## config.mk

```make
export PLATFORM = sky130hd
export DESIGN_NAME = spi_osd_master
export DESIGN_NICKNAME = d
export VERILOG_FILES = /design/src/rtl/spi_osd_master.sv
export SDC_FILE = /design/constraint.sdc
export NUM_CORES = 1
export LEC_CHECK = 0
export BUFFER_PORTS_ARGS = -buffer_cell sky130_fd_sc_hd__buf_4
export CORE_MARGIN = 2
export CORE_UTILIZATION = 25
export CTS_CLUSTER_SIZE = 20
export DETAILED_ROUTE_END_ITERATION = 10
export GPL_ROUTABILITY_DRIVEN = 0
export GPL_TIMING_DRIVEN = 0
export SLEW_MARGIN = 30
export SYNTH_ARGS = -nofsm -noshare
export SYNTH_HDL_FRONTEND = slang
export SYNTH_SLANG_ARGS = --single-unit
```

## constraint.sdc

```tcl
create_clock -name clk -period 5.5 [get_ports clk]
set_clock_uncertainty 0.2 [all_clocks]
set_input_delay 0.275 -clock clk [delete_from_list [all_inputs] [get_ports clk]]
set_output_delay 0.275 -clock clk [all_outputs]
set_load 0.02 [all_outputs]
```

## src/rtl/spi_osd_master.sv

```systemverilog
// Write-only SPI master (mode 0) that frames a command byte, a 16-bit start
// address and a streamed payload into the OSD's SPI slave port.
module spi_osd_master #(
  parameter int         c_clk_div   = 4,
  parameter logic [7:0] c_cmd_write = 8'h00,
  parameter int         c_len_bits  = 12
) (
  input  logic                  clk,
  input  logic                  rstn,
  input  logic                  i_start,
  input  logic [15:0]           i_addr,
  input  logic [c_len_bits-1:0] i_len,
  input  logic [7:0]            i_data,
  input  logic                  i_data_valid,
  output logic                  o_data_ready,
  output logic                  o_busy,
  output logic                  o_done,
  output logic                  o_csn,
  output logic                  o_sclk,
  output logic                  o_mosi
);

  localparam logic [2:0] st_idle  = 3'd0;
  localparam logic [2:0] st_setup = 3'd1;
  localparam logic [2:0] st_shift = 3'd2;
  localparam logic [2:0] st_fetch = 3'd3;
  localparam logic [2:0] st_hold  = 3'd4;
  localparam logic [2:0] st_done  = 3'd5;

  localparam logic [7:0]            div_last = 8'(c_clk_div - 1);
  localparam logic [c_len_bits-1:0] len_one  = c_len_bits'(1);

  logic [2:0]            state_reg, state_next;
  logic [7:0]            div_reg, div_next;
  logic [2:0]            bit_reg, bit_next;
  logic [1:0]            hdr_reg, hdr_next;
  logic [c_len_bits-1:0] len_reg, len_next;
  logic [15:0]           addr_reg, addr_next;
  // Holds the not-yet-sent bits below the one currently on o_mosi.
  logic [6:0]            shift_reg, shift_next;
  logic                  csn_reg, csn_next;
  logic                  sclk_reg, sclk_next;
  logic                  mosi_reg, mosi_next;

  logic                  div_end;
  logic [7:0]            hdr_byte;

  assign div_end  = (div_reg == div_last);
  assign hdr_byte = (hdr_reg == 2'd2) ? addr_reg[15:8] : addr_reg[7:0];

  always_comb begin
    state_next = state_reg;
    div_next   = div_reg;
    bit_next   = bit_reg;
    hdr_next   = hdr_reg;
    len_next   = len_reg;
    addr_next  = addr_reg;
    shift_next = shift_reg;
    csn_next   = csn_reg;
    sclk_next  = sclk_reg;
    mosi_next  = mosi_reg;

    case (state_reg)
      st_idle: begin
        if (i_start) begin
          addr_next  = i_addr;
          len_next   = i_len;
          shift_next = c_cmd_write[6:0];
          mosi_next  = c_cmd_write[7];
          csn_next   = 1'b0;
          sclk_next  = 1'b0;
          div_next   = 8'd0;
          bit_next   = 3'd7;
          hdr_next   = 2'd2;
          state_next = st_setup;
        end
      end

      st_setup: begin
        if (div_end) begin
          div_next   = 8'd0;
          state_next = st_shift;
        end else begin
          div_next = div_reg + 8'd1;
        end
      end

      st_shift: begin
        if (!div_end) begin
          div_next = div_reg + 8'd1;
        end else begin
          div_next = 8'd0;
          if (!sclk_reg) begin
            sclk_next = 1'b1;
          end else begin
            sclk_next = 1'b0;
            if (bit_reg != 3'd0) begin
              bit_next   = bit_reg - 3'd1;
              mosi_next  = shift_reg[6];
              shift_next = {shift_reg[5:0], 1'b0};
            end else if (hdr_reg != 2'd0) begin
              // Address bytes follow the command without a handshake.
              hdr_next   = hdr_reg - 2'd1;
              bit_next   = 3'd7;
              mosi_next  = hdr_byte[7];
              shift_next = hdr_byte[6:0];
            end else if (len_reg != '0) begin
              state_next = st_fetch;
            end else begin
              state_next = st_hold;
            end
          end
        end
      end

      st_fetch: begin
        // SCLK stays low and MOSI keeps its last bit while the source stalls.
        if (i_data_valid) begin
          mosi_next  = i_data[7];
          shift_next = i_data[6:0];
          len_next   = len_reg - len_one;
          bit_next   = 3'd7;
          div_next   = 8'd0;
          state_next = st_shift;
        end
      end

      st_hold: begin
        if (div_end) begin
          div_next   = 8'd0;
          csn_next   = 1'b1;
          mosi_next  = 1'b0;
          state_next = st_done;
        end else begin
          div_next = div_reg + 8'd1;
        end
      end

      st_done: begin
        state_next = st_idle;
      end

      default: begin
        state_next = st_idle;
        csn_next   = 1'b1;
        sclk_next  = 1'b0;
        mosi_next  = 1'b0;
      end
    endcase
  end

  always_ff @(posedge clk or negedge rstn) begin
    if (!rstn) begin
      state_reg <= st_idle;
      div_reg   <= 8'd0;
      bit_reg   <= 3'd0;
      hdr_reg   <= 2'd0;
      len_reg   <= '0;
      addr_reg  <= 16'd0;
      shift_reg <= 7'd0;
      csn_reg   <= 1'b1;
      sclk_reg  <= 1'b0;
      mosi_reg  <= 1'b0;
    end else begin
      state_reg <= state_next;
      div_reg   <= div_next;
      bit_reg   <= bit_next;
      hdr_reg   <= hdr_next;
      len_reg   <= len_next;
      addr_reg  <= addr_next;
      shift_reg <= shift_next;
      csn_reg   <= csn_next;
      sclk_reg  <= sclk_next;
      mosi_reg  <= mosi_next;
    end
  end

  assign o_csn        = csn_reg;
  assign o_sclk       = sclk_reg;
  assign o_mosi       = mosi_reg;
  assign o_data_ready = (state_reg == st_fetch);
  assign o_busy       = (state_reg != st_idle);
  assign o_done       = (state_reg == st_done);

endmodule
```

# Word level (Yosys, flattened, before mapping)
# Cells that the tools add are included.
# classes
bitwise	3
n_addsub	4
n_mux	51
n_reduce_logical	22
n_eq_ne	17
# op_table
op	count
3-bit 2-to-1 mux	15
7-bit 2-to-1 mux	6
8-bit 2-to-1 mux	4
12-bit 2-to-1 mux	2
12-bit one-hot mux with 2 select lines	1
8-bit one-hot mux with 3 select lines	1
7-bit one-hot mux with 3 select lines	1
2-bit inequality test, second input constant	9
3-bit one-hot mux with 5 select lines	1
3-bit AND reduction	4
6-bit AND reduction	2
12-bit nonzero test	1
3-bit nonzero test	4
12-bit by 1-bit subtractor with 12-bit output, second input constant	1
1-bit 2-to-1 mux	10
2-bit 2-to-1 mux	5
3-bit one-hot mux with 3 select lines	1
8-bit by 1-bit adder with 8-bit output, second input constant	1
8-bit by 2-bit equality test with 1-bit output, second input constant	1
8-bit AND reduction	1
4-bit OR reduction	2
7-bit AND reduction	1
3-bit by 2-bit equality test with 1-bit output, second input constant	2
3-bit equality test, second input constant	2
14 further kinds	19
# totals
regBits	54
out_inout_bits	6
in_bits	40
wordCells	107

# Logic depth before layout (Yosys ltp)
# Gate-level depths: netlist (run 1).
# depth
ltp_word	7
depth_mapped	9

# Least setup slack after synthesis (run 1)
# OpenSTA, ideal clock, no wires.
# synth_timing
path_type	reg2reg
from	reg div_reg[4]
to	reg hdr_reg[1]
arrival_ps	2102
required_time_ps	5175
n_path_buf	1
period_less_slack_ps	2427
stages_incl_launch_ff	7
setup_time_ps	125
setup_slack_ps	3073
cell_sequence	dfrtp_1 -> or3_1 -> or4_1 -> buf_2 -> o31a_1 -> nor3_2 -> mux2_2
# synth_via
elab_chain_len	3
# synth_rtl
item	line	text
from (decl)	34	logic [7:0] div_reg, div_next;
from (signal assigned)	166	div_reg <= div_next;
8-bit by 2-bit equality test with 1-bit output	48	assign div_end = (div_reg == div_last);
2-bit inequality test (no line)	n/a	
6-bit AND reduction (no line)	n/a	
to (signal assigned)	168	hdr_reg <= hdr_next;
to (decl)	36	logic [1:0] hdr_reg, hdr_next;
# No other way between the ends.
# A chain may end at the register's enable or synchronous reset.

# Worst setup path after layout (run 1)
# layout_timing
from	reg state_reg[0]
to	out o_data_ready
# layout_via
elab_chain_len	1
# layout_rtl
item	line	text
from (decl)	33	logic [2:0] state_reg, state_next;
from (signal assigned)	154	state_reg <= st_idle;
from (signal assigned)	165	state_reg <= state_next;
3-bit by 2-bit equality test with 1-bit output	181	assign o_data_ready = (state_reg == st_fetch);
to (decl)	15	output logic o_data_ready,
# No other way between the ends.

==> results of run 1 <==
## layer usage
layer	share of wire [%]	up-vias	routed length [µm]	GRT usage, %
li1	-	1243	-	-
met1	48	1229	3486	15.75
met2	46	50	3342	18.32
met3	4.2	9	302	2.816
met4	1.5	0	110	2.927
met5	0	-	0	0
## Yosys cell counts, drive strengths merged (4+ instances only)
cell     instances
dfrtp           53
a21oi           32
nor2            30
o21ai           24
nand2           23
mux2            19
clkbuf          12
inv             12
nor3            12
mux2i           10
a22oi            8
ha               7
nand3            7
buf              5
nand2b           5
o2bb2ai          5
or3              5
nand3b           4
## metrics by stage
stage	utilization [%]	hold WS, ns
6_report	31.92	0.01035
5_1_grt	31.92	0.003358
4_1_cts	31.92	0.001707
3_5_place_dp	30.37	0.1740
3_3_place_gp	30.33	0.1771
2_1_floorplan	-	-0.2206
## area by class of cell
type | instances | area (µm²)
plain buffers | 17 | 73.82
well taps | 143 | 178.9
repair buffers | 46 | 347.8
multi-input cells | 232 | 1524
fillers | 1205 | 7874
clock inverters | 3 | 43.79
flip-flops and latches | 54 | 1353
clock buffers | 5 | 125.1
inverters | 12 | 45.04
## worst max-delay path, delay by kind of cell, from the launching register on
family                 cells  cell delay [ns]
buffers and inverters      5             1.44
flip-flops                 1             0.33
AND/OR/NAND/NOR            2             0.57
## how the worst max path moves through the flow
stage                   end  slack, ns  cells past startpoint
3_5_place_dp     len_reg[9]       2.69                      9
4_1_cts        o_data_ready       2.40                      7
3_3_place_gp   addr_reg[10]       2.54                      5
6_report       o_data_ready       2.40                      7
5_1_grt        o_data_ready       2.21                      7
2_1_floorplan    hdr_reg[1]       3.07                      6
## repair_timing
| action | in CTS | in global routing |
|---|---|---|
| gates resized for setup | 0 | 0 |
| hold buffers | 1 | 0 |
| hold endpoints to repair | 53 | 0 |
## cells by family after synthesis
| family | after synthesis |
|---|---|
| AOI/OAI and AO/OA | 96 |
| and+or+nand+nor | 96 |
| muxes | 29 |
| buffers and inverters | 29 |
| DFF | 54 |
| adders and majority gates | 7 |
| xor gates and xnor gates | 4 |
## power groups by stage
stage               clock network, µW  registers (µW)  logic (µW)
floorplan                           0             664         709
global route                      389             700        1060
global placement                    0             679         920
detailed placement                  0             686         945
CTS                               373             678         949
finish                            361             677         943
==> run_results.csv, run 1 <==
group,metric,value,unit
worst_hold_path,whs_path_depth,2,
worst_setup_path,arrival,2.63,ns
yosys,synth-compound-area-share,20.79,%
yosys,synth_area,0.002990,mm²
die,rows,39,
final_layout,diodes,0,
yosys,ys_async_sr_fraction,100.0,%
final_layout,drive_gt1_share,23.04,%
global_route,grt_pass1_vias,2459,
sta,setup_viol,0,
sta,slew_headroom,45.86,%
global_route,grt_max_degree,55,
worst_setup_path,required,5.03,ns
cts,insertion_delay,0.29,ns
final_layout,largest_reg_flops,16,
worst_setup_path,rr_startpoint,"state_reg[0]",
drt,firstDrtPassIters,6,
yosys,ys_types,53,
worst_setup_path,worstSetupStartpoint,"state_reg[0]",
worst_setup_path,reg2regPathDepth,9,
final_layout,nNetsFinal,415,
die,die-width,113.4,µm
power,p_per_area,536.8,mW/mm²
placed_design,hpwl,5357,µm
worst_hold_path,hp-class,"in -> reg",
worst_setup_path,cp-end-kind,"output pin",
yosys,ys_seq_area_share,45.23,%
job,maxCapViolCount,0,
cts,htree_levels,2,
drt,wl,7241,µm
final_layout,syn_to_final_growth,23.43,%
sta,min_period,3.101,ns
power,switching_power,797.2,µW
cts,cts_root_buffer,"clkbuf_16",
drt,drt.antenna.violating_nets,0,
yosys,synth-adder-area-share,2.929,%
yosys,synth_area_leaders,"dfrtp_1, mux2_2, a21oi_1, o21ai_0, nor2_1",
sta,hold_violations,0,
yosys,synth_area_leader_cell,"dfrtp_1",
global_route,grt_antenna_before_repair,0,
yosys,ys.flop_type,"dfrtp_1",
power,power,1981,µW
drt,drc,0,
yosys,synth_top_family_by_area,"compound AO/OA/AOI/OAI gates",
power,pwr-share-comb,47.6,%
yosys,yosys.area_share.simple,15.40,%
global_route,overflow,0,
worst_setup_path,cp_max_fo,10,
drt,detail_route.vias_per_cell,4.943,
sta,tightest_slew,0.8047,ns
final_layout,mostFrequentLayoutCells,"dfrtp_1, buf_4, a21oi_1",
die,die_area,0.01285,mm²
worst_hold_path,min_from,"i_addr[3]",
placed_design,io_buffers,45,
cts,cts_buffers,5,
drt,vias,2531,
power,leakage,0.001564,µW
die,io-pin-count,46,
sta,fin_setup_tns,0,ns
yosys,syn_inst,315,
yosys,synth_edf_count,0,
die,die_h,113.4,µm
cts,clk_pin_slew_worst_paths,0.07,ns
yosys,avgSynthCellArea,9.493,µm²
drt,wl_per_cell,14.14,µm
power,p_sw_share,40.23,%
yosys,syn-num-nets,362,
sta,rsz0062_at_grt,"false",
die,core_area,0.01156,mm²
placed_design,dpl_cell_area,0.003512,mm²
yosys,ys_warn_count,0,
yosys,synth_xor_area_share,1.172,%
sta,final_max_slew_viol_count,0,
worst_hold_path,holdPathEnd,"addr_reg[3]",
global_route,grt_pass1_wl,12090,µm
yosys,synth_top_area_share,44.35,%
sta,fin_crit_sh,56.38,%
cts,post_cts_buffers,0,
cts,cts_buffer_depth,2,
worst_setup_path,worstPathCellList,"buf_2 -> clkbuf_1 -> nor2b_1 -> nand2_1 -> inv_1 -> buf_1 -> buf_4",
worst_setup_path,crit-reg2reg-capture,"len_reg[9]",
final_layout,fin_area,0.003691,mm²
yosys,synthMuxAreaShare,10.50,%
cts,numClockSinks,54,
sta,setup_ws,2.399,ns
power,internal_power,1184,µW
worst_setup_path,cp_slowest_cell,"buf_1",
status,outcome,"completed",
placed_design,pre_cts_slack,2.692,ns
placed_design,placed_cells,503,
power,seqPwrFrac,34.2,%
worst_setup_path,startpoint_type,"flop",
worst_setup_path,rrSetupSlack,2.66,ns
yosys,ys_ff_latch,54,
worst_setup_path,crit_path_max_incr_delay,0.42,ns
die,initial_core_util,25.86,%
global_route,grt_use_total,11.49,%
worst_setup_path,path_class,"reg -> out",
power,p_clk_share,18.2,%
power,ir_worst_vdd,0.1893,mV
final_layout,stdcell_count,512,
drt,drt_iter0_drc,99,
sta,clock.fmax,0.3225,GHz
cts,cts_tree,"yes",
final_layout,final_common_cell,"dfrtp_1",
(Power assumes the default switching activity.)
==> run 2, diff against run 1 <==
Clock period 5.5 ns to 2.69 ns, I/O delays scaled along.
==> run 2 against run 1 <==
Effect of this change: the flow now finishes with violations (hold timing); wire length up 3.7%; via count up 5.4%; largest cell class unchanged; hold slack worse by 0.014 ns; non-clock buffer count up 37; global-route usage up 0.41 points; sequential share of layout area down 3.5 points; sequential power up 100%; final cell count up 7.2%; power up 110%.
==> run_results.csv, run 2 (synthesis results as in run 1) <==
group,metric,value,unit
cts,cts_buffer_depth,2,
global_route,grt_max_degree,55,
cts,numClockSinks,54,
final_layout,diodes,0,
worst_setup_path,cp-end-kind,"flop",
cts,clk_pin_slew_worst_paths,0.07,ns
status,outcome,"complete, but fails checks",
placed_design,pre_cts_slack,-0.1184,ns
final_layout,n_fill_cell,1171,
die,die_area,0.01285,mm²
die,core_area,0.01156,mm²
sta,slew_headroom,50.86,%
placed_design,hpwl,5357,µm
global_route,overflow,0,
power,p_per_area,1019,mW/mm²
final_layout,fin_util,35.25,%
final_layout,multi_input_area,0.001541,mm²
drt,drt.antenna.violating_nets,0,
sta,tightest_slew,0.7338,ns
cts,htree_levels,2,
final_layout,final_common_cell,"dfrtp_1",
sta,whs,-0.003180,ns
sta,setup_viol,0,
global_route,grt_use_total,11.90,%
final_layout,largest_reg_flops,16,
drt,drt_iter0_drc,112,
global_route,grt_pass1_vias,2628,
die,die-width,113.4,µm
placed_design,dpl_cell_area,0.003512,mm²
job,maxCapViolCount,0,
global_route,grt_antenna_before_repair,0,
drt,drc,0,
final_layout,final-seq-area,0.001353,mm²
drt,wl,7507,µm
worst_setup_path,startpoint_type,"flop",
sta,min_period,2.581,ns
global_route,grt_pass1_wl,12590,µm
power,ir_worst_vdd,0.3931,mV
worst_hold_path,hp-class,"in -> reg",
die,die_h,113.4,µm
drt,detail_route.vias_per_cell,4.858,
final_layout,mostFrequentLayoutCells,"dfrtp_1, buf_4, dlygate4sd3_1",
cts,insertion_delay,0.29,ns
placed_design,io_buffers,45,
sta,fin_crit_sh,95.96,%
worst_setup_path,arrival,2.56,ns
sta,clock.fmax,0.3874,GHz
cts,cts_tree,"yes",
worst_setup_path,path_class,"reg -> reg",
drt,wl_per_cell,13.67,µm
final_layout,nNetsFinal,452,
final_layout,fin_area,0.004076,mm²
die,io-pin-count,46,
sta,setup_ws,0.1086,ns
worst_setup_path,cp_max_fo,6,
sta,fin_setup_tns,0,ns
final_layout,drive_gt1_share,23.40,%
cts,cts_buffers,5,
die,rows,39,
cts,cts_root_buffer,"clkbuf_16",
status,violations,"hold timing",
worst_setup_path,required,2.66,ns
sta,hold_violations,2,
sta,rsz0062_at_grt,"false",
sta,final_max_slew_viol_count,0,
die,initial_core_util,25.86,%
final_layout,syn_to_final_growth,36.32,%
drt,vias,2667,
power,leakage,0.001731,µW
drt,firstDrtPassIters,4,
==> run 2: cell types whose count changed in the layout (fill, tap and decap cells not counted), moves of 3 or more <==
cell           change
clkbuf_1           -3
dlygate4sd3_1     +34
buf_4              +3
clkbuf_2           +3
==> run 2: per-layer routing <==
metal	vias to the layer above	wire (µm)	GRT usage, %
li1	1319	-	-
met1	1297	3600	16.18
met4	0	89	2.927
met3	7	205	2.444
met2	44	3612	19.52
met5	-	0	0
==> run 2: layout make-up <==
type | instances | area share, %
Clock inverter | 3 | 1.074
Tap cell | 143 | 4.389
Buffer | 17 | 1.934
Sequential cell | 54 | 33.18
Multi-Input combinational cell | 232 | 37.81
Inverter | 12 | 1.105
Timing Repair Buffer | 83 | 17.43
Clock buffer | 5 | 3.069
==> run 2: final timing paths <==
check,from,end,slack (ns),cells past startpoint
max,div_reg[4],hdr_reg[1],0.11,6
min,i_data[7],o_mosi,-0.003,4
max reg2reg,div_reg[4],hdr_reg[1],0.11,6
min reg2reg,len_reg[6],len_reg[6],0.30,1
max in group asynchronous,rstn,len_reg[11],1.57,2
min in group asynchronous,rstn,div_reg[2],0.26,2
==> run 2: critical path: stages, from the launching register on <==
cell     delay, ns
dfrtp_1       0.41
or3_1         0.41
or4_1         0.40
buf_2         0.18
o31a_1        0.32
nor3_2        0.18
mux2_2        0.36
==> run 2: metrics by stage <==
| stage | instances | total power (µW) |
|---|---|---|
| floorplan | 315 | 2807 |
| global placement | 503 | 3269 |
| detailed placement | 503 | 3335 |
| CTS | 546 | 4136 |
| global route | 549 | 4503 |
| finish | 549 | 4156 |
==> run 2: repair_timing <==
item                                    in CTS  in global routing
setup buffers                                0                  3
cloned                                       0                  0
pin swaps                                    0                  1
gates resized for setup                      4                  5
hold endpoints to repair                    87                  0
endpoints found under the setup margin      14                 20
hold buffers                                35                  0
==> run 2: where the power goes <==
group	total (µW)	switching, µW	internal [µW]
combinational	2040	1130	906
sequential	1380	222	1160
clock	736	295	441
==> run 3, diff against run 2 <==
--- a/config.mk
+++ b/config.mk
@@ -8,2 +8,3 @@
 export BUFFER_PORTS_ARGS = -buffer_cell sky130_fd_sc_hd__buf_4
+export CAP_MARGIN = 10
 export CORE_MARGIN = 2
--- a/constraint.sdc
+++ b/constraint.sdc
@@ -4,2 +4,2 @@
 set_output_delay 0.1345 -clock clk [all_outputs]
-set_load 0.02 [all_outputs]
+set_load 0.005 [all_outputs]
==> run 3 against run 2 <==
Effect of this change: flip-flop and latch count is the same; setup slack lost 0.0012 ns; combinational power shrank 2%; power shrank 0.87%; critical path type unchanged; count of clock-buffer cells in the layout is the same; global-route usage is the same; highest routed layer unchanged; the flow still finishes with violations (hold timing); sequential power is essentially flat; cell area is essentially flat; register-to-register slack is essentially flat; hold slack is essentially flat.
==> run_results.csv, run 3 (synthesis results as in run 1) <==
group,metric,value,unit
cts,cts_buffers,5,
final_layout,syn_to_final_growth,36.28,%
worst_setup_path,cp_max_fo,6,
sta,setup_viol,0,
cts,clk_pin_slew_worst_paths,0.07,ns
global_route,grt_use_met1,16.18,%
power,p_per_area,1011,mW/mm²
sta,min_period,2.583,ns
sta,fin_crit_sh,96.01,%
sta,rsz0062_at_grt,"false",
worst_setup_path,rr_startpoint,"div_reg[4]",
worst_setup_path,arrival,2.56,ns
worst_setup_path,crit-reg2reg-capture,"hdr_reg[1]",
job,maxCapViolCount,0,
die,die_h,113.4,µm
drt,drt.antenna.violating_nets,0,
final_layout,drive_gt1_share,23.15,%
worst_setup_path,rrSetupSlack,0.11,ns
placed_design,hpwl,5357,µm
die,initial_core_util,25.86,%
drt,firstDrtPassIters,4,
sta,final_max_slew_viol_count,0,
final_layout,largest_reg_flops,16,
worst_setup_path,cp-end-kind,"flop",
drt,wl,7494,µm
worst_setup_path,path_class,"reg -> reg",
worst_setup_path,worstPathCellList,"or3_1 -> or4_1 -> buf_2 -> o31a_1 -> nor3_2 -> mux2_2",
final_layout,nNetsFinal,452,
worst_setup_path,reg2regPathDepth,6,
drt,detail_route.vias_per_cell,4.847,
worst_setup_path,startpoint_type,"flop",
worst_setup_path,worstSetupStartpoint,"div_reg[4]",
sta,hold_violations,2,
cts,numClockSinks,54,
global_route,busiest_layer,"met2",
worst_setup_path,cp_slowest_cell,"dfrtp_1",
final_layout,diodes,0,
global_route,grt_use_total,11.90,%
drt,drt_iter0_drc,112,
cts,insertion_delay,0.29,ns
cts,cts_root_buffer,"clkbuf_16",
worst_hold_path,hp-class,"in -> reg",
sta,fin_setup_tns,0,ns
die,rows,39,
drt,drc,0,
worst_setup_path,required,2.66,ns
sta,slew_headroom,50.89,%
sta,clock.fmax,0.3872,GHz
worst_setup_path,endpoint,"hdr_reg[1]",
global_route,overflow,0,
worst_setup_path,crit_cells,6,
worst_setup_path,cpLargestDelayFamily,"simple AND/OR/NAND/NOR gates",
sta,tightest_slew,0.7334,ns
global_route,grt_pass1_vias,2628,
drt,wl_per_cell,13.65,µm
power,leakage,0.001728,µW
cts,cts_tree,"yes",
worst_setup_path,critPathBufInv,1,
global_route,grt_use_met2,19.52,%
status,outcome,"complete, but fails checks",
global_route,grt.met3_usage,2.444,%
status,violations,"hold timing",
global_route,grt_antenna_before_repair,0,
cts,cts_buffer_depth,2,
sta,whs,-0.002866,ns
die,die-width,113.4,µm
placed_design,io_buffers,45,
die,io-pin-count,46,
global_route,grt_max_degree,55,
power,ir_worst_vdd,0.3928,mV
global_route,grt_pass1_wl,12590,µm
die,die_area,0.01285,mm²
final_layout,mostFrequentLayoutCells,"dfrtp_1, buf_4, dlygate4sd3_1",
final_layout,final_common_cell,"dfrtp_1",
worst_setup_path,crit_path_max_incr_delay,0.41,ns
drt,vias,2661,
die,core_area,0.01156,mm²
cts,htree_levels,2,
[run 3: cell counts in the layout (fill, tap and decap cells not counted)]
Identical to the previous run, type by type.
[run 3: worst min-delay path: cells and delay by family]
kind,cells,cell delay [ns]
AOI/OAI and AO/OA,1,0.06
muxes,1,0.14
buffers and inverters,1,0.08
and+or+nand+nor,1,0.04
[run 3: repair_timing]
action | in CTS | in global routing
pin swaps | 0 | 1
setup endpoints to repair | 14 | 20
hold endpoints to repair | 87 | 0
hold buffers | 35 | 0
gates resized for setup | 4 | 3
buffers inserted | 0 | 3
[run 3: worst min-delay path by stage]
stage	startpoint	endpoint	slack, ns	cells past startpoint
2_1_floorplan	rstn	addr_reg[0]	-0.36	0
3_3_place_gp	rstn	div_reg[6]	0.04	1
3_5_place_dp	rstn	div_reg[6]	0.03	1
4_1_cts	i_data[7]	o_mosi	0.002	4
5_1_grt	i_data[7]	o_mosi	0.01	4
6_report	i_data[7]	o_mosi	-0.003	4
[run 3: power by group]
part | internal (µW) | leakage, µW | switching [µW] | total, µW
clock network | 441 | 0.0000842 | 295 | 736
registers | 1160 | 0.000638 | 222 | 1380
logic | 902 | 0.00101 | 1100 | 2000
[run 3: metal layers]
layer | vias to the layer above | share of wire (%) | routed length, µm
met5 | - | 0 | 0
met4 | 0 | 1.2 | 89
met3 | 7 | 2.9 | 219
met2 | 46 | 48 | 3604
met1 | 1289 | 48 | 3581
li1 | 1319 | - | -
[run 3: cell type report]
type,count,area [µm²]
plain buffers,17,77.57
clock buffers,5,125.1
clock inverters,3,43.79
fillers,1171,7490
inverters,12,45.04
multi-input cells,232,1541
flip-flops and latches,54,1353
well taps,143,178.9
repair buffers,83,710.7
[run 3: through the flow]
step	cell area [µm²]	worst slack (ns)	power (µW)	util [%]	instances
finish	4075	0.1074	4120	35.24	549
global route	4075	0.02414	4466	35.24	549
CTS	4041	0.01187	4101	34.95	546
detailed placement	3512	-0.1184	3301	30.37	503
global placement	3507	-0.2663	3235	30.33	503
floorplan	2990	0.2634	2774	-	315
